$ cat src/rtl/gin_feeder_pkg.sv
// Shared widths and FSM encoding for the global interconnect feeder.
package gin_feeder_pkg;

  localparam int DATA_BITS   = 8;
  localparam int XID_BITS    = 4;
  localparam int NUMS_PE_COL = 6;

  typedef enum logic [1:0] {
    ST_IDLE  = 2'd0,
    ST_LOAD  = 2'd1,
    ST_RUN   = 2'd2,
    ST_DRAIN = 2'd3
  } state_e;

endpackage

$ cat src/rtl/gin_feeder_fifo.sv
// Show-ahead synchronous FIFO: the head entry is readable combinationally
// while the FIFO is non-empty.
module gin_feeder_fifo #(
  parameter int WIDTH      = 12,
  parameter int FIFO_DEPTH = 4
) (
  input  logic                              clk,
  input  logic                              rst,
  input  logic                              push,
  input  logic [WIDTH-1:0]                  wdata,
  input  logic                              pop,
  output logic [WIDTH-1:0]                  rdata,
  output logic                              full,
  output logic                              empty,
  output logic [$clog2(FIFO_DEPTH+1)-1:0]   count
);

  localparam int PTR_W = $clog2(FIFO_DEPTH);
  localparam int CNT_W = $clog2(FIFO_DEPTH + 1);
  localparam logic [CNT_W-1:0] DEPTH_C = CNT_W'(FIFO_DEPTH);

  logic [WIDTH-1:0] mem_q [FIFO_DEPTH];
  logic [PTR_W-1:0] wr_ptr_q, rd_ptr_q;
  logic [CNT_W-1:0] count_q, count_d;
  logic             push_ok, pop_ok;

  assign full    = (count_q == DEPTH_C);
  assign empty   = (count_q == '0);
  assign push_ok = push && !full;
  assign pop_ok  = pop && !empty;
  assign count   = count_q;
  assign rdata   = mem_q[rd_ptr_q];

  always_comb begin
    count_d = count_q;
    case ({push_ok, pop_ok})
      2'b10:   count_d = count_q + 1'b1;
      2'b01:   count_d = count_q - 1'b1;
      default: count_d = count_q;
    endcase
  end

  // Storage carries no reset; the pointers and count define what is valid.
  always_ff @(posedge clk) begin
    if (push_ok) mem_q[wr_ptr_q] <= wdata;
  end

  // Power-of-two depth lets the pointers wrap naturally.
  always_ff @(posedge clk) begin
    if (rst) begin
      wr_ptr_q <= '0;
      rd_ptr_q <= '0;
      count_q  <= '0;
    end else begin
      if (push_ok) wr_ptr_q <= wr_ptr_q + 1'b1;
      if (pop_ok)  rd_ptr_q <= rd_ptr_q + 1'b1;
      count_q <= count_d;
    end
  end

endmodule

$ cat src/rtl/gin_feeder.sv
// Global interconnect feeder: loads the multicast ID scan chain, then streams
// tagged beats from a small FIFO to the bus master port.
module gin_feeder
  import gin_feeder_pkg::*;
#(
  parameter int NUMS_SLAVE = NUMS_PE_COL,
  parameter int ID_SIZE    = XID_BITS,
  parameter int FIFO_DEPTH = 4
) (
  input  logic                             clk,
  input  logic                             rst,
  input  logic                             cfg_start,
  input  logic                             cfg_id_valid,
  input  logic [ID_SIZE-1:0]               cfg_id,
  output logic                             cfg_id_ready,
  output logic                             cfg_done,
  input  logic                             in_valid,
  input  logic [ID_SIZE-1:0]               in_tag,
  input  logic [DATA_BITS-1:0]             in_data,
  output logic                             in_ready,
  output logic [ID_SIZE-1:0]               tag,
  output logic                             master_valid,
  output logic [DATA_BITS-1:0]             master_data,
  input  logic                             master_ready,
  output logic                             set_id,
  output logic [ID_SIZE-1:0]               ID_scan_in,
  output logic                             busy,
  output logic [$clog2(FIFO_DEPTH+1)-1:0]  fifo_count
);

  localparam int IDC_W = (NUMS_SLAVE > 1) ? $clog2(NUMS_SLAVE) : 1;
  localparam logic [IDC_W-1:0] LAST_ID = IDC_W'(NUMS_SLAVE - 1);
  localparam int W = ID_SIZE + DATA_BITS;

  state_e             state_q, state_d;
  logic [IDC_W-1:0]   id_cnt_q, id_cnt_d;
  logic               cfg_done_q, cfg_done_d;
  logic               fifo_push, fifo_pop, fifo_full, fifo_empty;
  logic [W-1:0]       fifo_head;

  gin_feeder_fifo #(
    .WIDTH      (W),
    .FIFO_DEPTH (FIFO_DEPTH)
  ) u_fifo (
    .clk   (clk),
    .rst   (rst),
    .push  (fifo_push),
    .wdata ({in_tag, in_data}),
    .pop   (fifo_pop),
    .rdata (fifo_head),
    .full  (fifo_full),
    .empty (fifo_empty),
    .count (fifo_count)
  );

  always_comb begin
    state_d      = state_q;
    id_cnt_d     = id_cnt_q;
    cfg_done_d   = 1'b0;
    cfg_id_ready = 1'b0;
    set_id       = 1'b0;
    ID_scan_in   = '0;
    in_ready     = 1'b0;
    master_valid = 1'b0;
    fifo_push    = 1'b0;
    fifo_pop     = 1'b0;
    case (state_q)
      ST_IDLE: begin
        if (cfg_start) state_d = ST_LOAD;
      end
      ST_LOAD: begin
        cfg_id_ready = 1'b1;
        set_id       = cfg_id_valid;
        ID_scan_in   = cfg_id;
        if (cfg_id_valid) begin
          if (id_cnt_q == LAST_ID) begin
            state_d    = ST_RUN;
            id_cnt_d   = '0;
            cfg_done_d = 1'b1;
          end else begin
            id_cnt_d = id_cnt_q + 1'b1;
          end
        end
      end
      ST_RUN: begin
        // Full is taken from the registered count, so a pop never frees a slot early.
        in_ready     = !fifo_full;
        master_valid = !fifo_empty;
        fifo_push    = in_valid && !fifo_full;
        fifo_pop     = !fifo_empty && master_ready;
        if (cfg_start) state_d = ST_DRAIN;
      end
      ST_DRAIN: begin
        master_valid = !fifo_empty;
        fifo_pop     = !fifo_empty && master_ready;
        if (fifo_empty) state_d = ST_LOAD;
      end
      default: state_d = ST_IDLE;
    endcase
  end

  always_ff @(posedge clk) begin
    if (rst) begin
      state_q    <= ST_IDLE;
      id_cnt_q   <= '0;
      cfg_done_q <= 1'b0;
    end else begin
      state_q    <= state_d;
      id_cnt_q   <= id_cnt_d;
      cfg_done_q <= cfg_done_d;
    end
  end

  // Head fields read as zero while nothing is offered to the bus.
  assign tag         = master_valid ? fifo_head[W-1:DATA_BITS] : '0;
  assign master_data = master_valid ? fifo_head[DATA_BITS-1:0] : '0;
  assign cfg_done    = cfg_done_q;
  assign busy        = (state_q != ST_RUN);

endmodule

$ cat config.mk
export PLATFORM = sky130hd
export DESIGN_NAME = gin_feeder
export DESIGN_NICKNAME = d
export VERILOG_FILES = /design/src/rtl/gin_feeder_pkg.sv /design/src/rtl/gin_feeder_fifo.sv /design/src/rtl/gin_feeder.sv
export SDC_FILE = /design/constraint.sdc
export NUM_CORES = 1
export LEC_CHECK = 0
export BUFFER_PORTS_ARGS = -buffer_cell sky130_fd_sc_hd__buf_2
export CORE_MARGIN = 5
export CORE_UTILIZATION = 35
export DETAILED_ROUTE_END_ITERATION = 8
export REMOVE_ABC_BUFFERS = 1
export SETUP_SLACK_MARGIN = 0.4
export SYNTH_ARGS = -nofsm -noshare
export SYNTH_HDL_FRONTEND = slang
export SYNTH_SLANG_ARGS = --single-unit
$ cat constraint.sdc
create_clock -name clk -period 6.8 [get_ports clk]
set_input_delay 0.34 -clock clk [delete_from_list [all_inputs] [get_ports clk]]
set_output_delay 0.34 -clock clk [all_outputs]
set_load 0.005 [all_outputs]
==> flow_summary_export.csv <==
group,metric,value,unit
cts,cts_sinks,63,
yosys,synth_ff_type,"edfxtp_1",
placement,numPortBuffers,46,
cts,clk-insertion-delay-late,330,ps
setup_path,crit_fanout,6,
placement,preCtsSetupSlack,4320,ps
routing,vias,1518,
hold_path,min_path_cells,1,
setup_path,cp.required,7060,ps
routing,antenna_left,0,
global_route,global_route.usage.total,0.107,
yosys,synth_top_area_cell,"edfxtp_1",
cts,clk_pin_slew,70,ps
cts,cts_buffer_depth,2,
yosys,postSynthCellCount,172,
setup_path,critical_path_class,"flop to flop",
die,die_y,97.2,µm
die,rows,31,
yosys,ys_seq_elements,63,
global_route,grtUsageMet1,0.132,
hold_path,hold_end,"u_fifo.mem_q[1][11]$_DFFE_PP_",
job,maxCapViolCount,0,
power_and_ir_drop,pwr_density_cell,270,mW/mm²
cts,clockRootBuffer,"clkbuf_8",
setup_path,cp.arrival,2780,ps
yosys,synthArstFlopShare,0,
sta,fin_ws,4280,ps
global_route,grt_pass1_wl,7.80,mm
sta,hold_viol,0,
cts,ctsHoldBuffers,0,
yosys,ys_types,31,
final_layout,synthToLayoutAreaGrowth,18.6,%
yosys,avgSynthCellArea,15.5,µm²
final_layout,fin_area,0.00316,mm²
power_and_ir_drop,irDropWorstVdd,0.161,mV
setup_path,worstSetupStartpointType,"flop",
yosys,netlist.area_leader.share,0.541,
sta,rsz0062_at_grt,"false",
routing,first_pass_iters,4,
setup_path,r2r_cells,9,
cts,cts_tree,"built",
yosys,synth_common_cells,"edfxtp_1 (48), and2_1 (22), dfxtp_1 (15)",
sta,finalSetupViolCount,0,
setup_path,r2r_slack,4280,ps
sta,slew_violations,0,
sta,tightest_slew,828,ps
global_route,grt_overflow,0,
sta,tns,0,ps
sta,slew_headroom,0.447,
setup_path,cp-end-kind,"flop",
routing,drt_iter0_drc,32,
global_route,antenna_found_initial,0,
die,start_util,0.363,
sta,fmax,397,MHz
placement,hpwl,3.17,mm
global_route,use_met3,0.0517,
cts,htreeDepth,3,
die,dieWidth,97.2,µm
power_and_ir_drop,leakage,1.16,nW
placement,dpl_cell_area,0.00299,mm²
yosys,synth.most_common_cell,"edfxtp_1",
yosys,synth_area_leaders,"edfxtp_1 (54%), dfxtp_1 (11%), mux4_2 (10%)",
routing,drc,0,
final_layout,fin_util,0.431,
setup_path,timing.rr.end,"u_fifo.count[2]$_SDFFE_PP0P_",
global_route,first_global_vias,1576,
setup_path,r2r_start,"u_fifo.count[2]$_SDFFE_PP0P_",
die,ios,47,
placement,place.gp.congestion,0.728,
routing,routed_via_density,4.64,
final_layout,drive_above_1_share,0.346,
yosys,synth_area,0.00266,mm²
die,dieArea,0.00946,mm²
cts,cts-buffers-inserted,9,
die,core_area,0.00733,mm²
sta,min_period,2520,ps
yosys,ys_warn_count,0,
global_route,grt_max_degree,18,
cts,post_cts.repair.setup_buffers,0,
cts,cts_resized,0,
yosys,ys_seq_area_frac,0.654,
hold_path,hold_path.class,"primary input to flop",
outcome,outcome,"finished clean",
routing,drt-total-wl,4.85,mm
hold_path,min_from,"in_tag[3]",
final_layout,final_nets,256,
power_and_ir_drop,power.total,0.852,mW
yosys,synth_edf_count,48,
global_route,globalRouteMet2Util,0.165,
routing,routedWlPerCell,14.8,µm
final_layout,antenna_cells,0,
global_route,busiest_layer,"met2",
sta,clock_skew,5.28,ps
sta,finalCritPeriodShare,0.370,
[layout by cell type (no fill, tap or decap), drive strengths merged, types with 8 or more instances in the layout]
master,count
buf,46
inv,12
clkbuf,10
dfxtp,15
edfxtp,48
and2,22
ha,10
mux4,12
nor2,8
a21oi,8
[cell type report]
cell class,count,area [µm²]
inverters,12,45.0
clock buffers,10,128
fillers,690,4170
well taps,99,124
clock inverters,6,37.5
flip-flops and latches,63,1740
multi-input cells,91,853
repair buffers,46,230
[worst max path at each step]
| stage | from | to | slack (ps) | depth (start not counted) |
|---|---|---|---|---|
| after floorplan | u_fifo.count[2]$_SDFFE_PP0P_ | u_fifo.count[2]$_SDFFE_PP0P_ | 4440 | 9 |
| after global placement | u_fifo.count[2]$_SDFFE_PP0P_ | u_fifo.count[2]$_SDFFE_PP0P_ | 4370 | 9 |
| after detailed placement | u_fifo.count[2]$_SDFFE_PP0P_ | u_fifo.count[2]$_SDFFE_PP0P_ | 4320 | 9 |
| after CTS | state_q[0]$_SDFFE_PP0P_ | tag[2] | 4250 | 6 |
| after global routing | state_q[0]$_SDFFE_PP0P_ | master_data[4] | 4070 | 6 |
| final | u_fifo.count[2]$_SDFFE_PP0P_ | u_fifo.count[2]$_SDFFE_PP0P_ | 4280 | 9 |
[cells by family after synthesis]
family                     after synthesis  synth area share
DFF                                     63             0.654
and+or+nand+nor                         46             0.102
buffers and inverters                   18            0.0258
AOI/OAI and AO/OA                       17            0.0446
muxes                                   14             0.109
adders and majority gates               11            0.0545
xor gates and xnor gates                 3           0.00987
[sequential cells by signal, indices dropped and copies added, names as in the netlist, named ones only]
signal           cells
u_fifo.rd_ptr_q      2
u_fifo.wr_ptr_q      2
u_fifo.count         3
state_q              2
cfg_done             1
id_cnt_q             3
u_fifo.mem_q        48
[metrics by stage]
| step | cells | hold slack (ps) |
|---|---|---|
| after CTS | 327 | 196 |
| final | 327 | 219 |
| after floorplan | 166 | 409 |
| after global routing | 327 | 198 |
| after global placement | 311 | 482 |
| after detailed placement | 311 | 483 |
[worst max-delay path, stage by stage, from the launching register on]
cell,delay [ps]
dfxtp_1,400
or3b_2,540
and3_1,260
inv_1,70
ha_1,170
inv_1,60
fa_1,370
xor2_1,160
or3_1,300
a21oi_1,140
[routing by layer]
metal | part of all wire | routed length (µm)
met5 | 0 | 0
met4 | 0.013 | 63
met3 | 0.059 | 285
met2 | 0.47 | 2300
met1 | 0.45 | 2200
[where the power goes]
group          switching [mW]  internal (mW)
logic                  0.0665         0.0626
registers              0.0141          0.436
clock network           0.142          0.130
total                   0.223          0.629
Power figures use the tool's default switching activity.
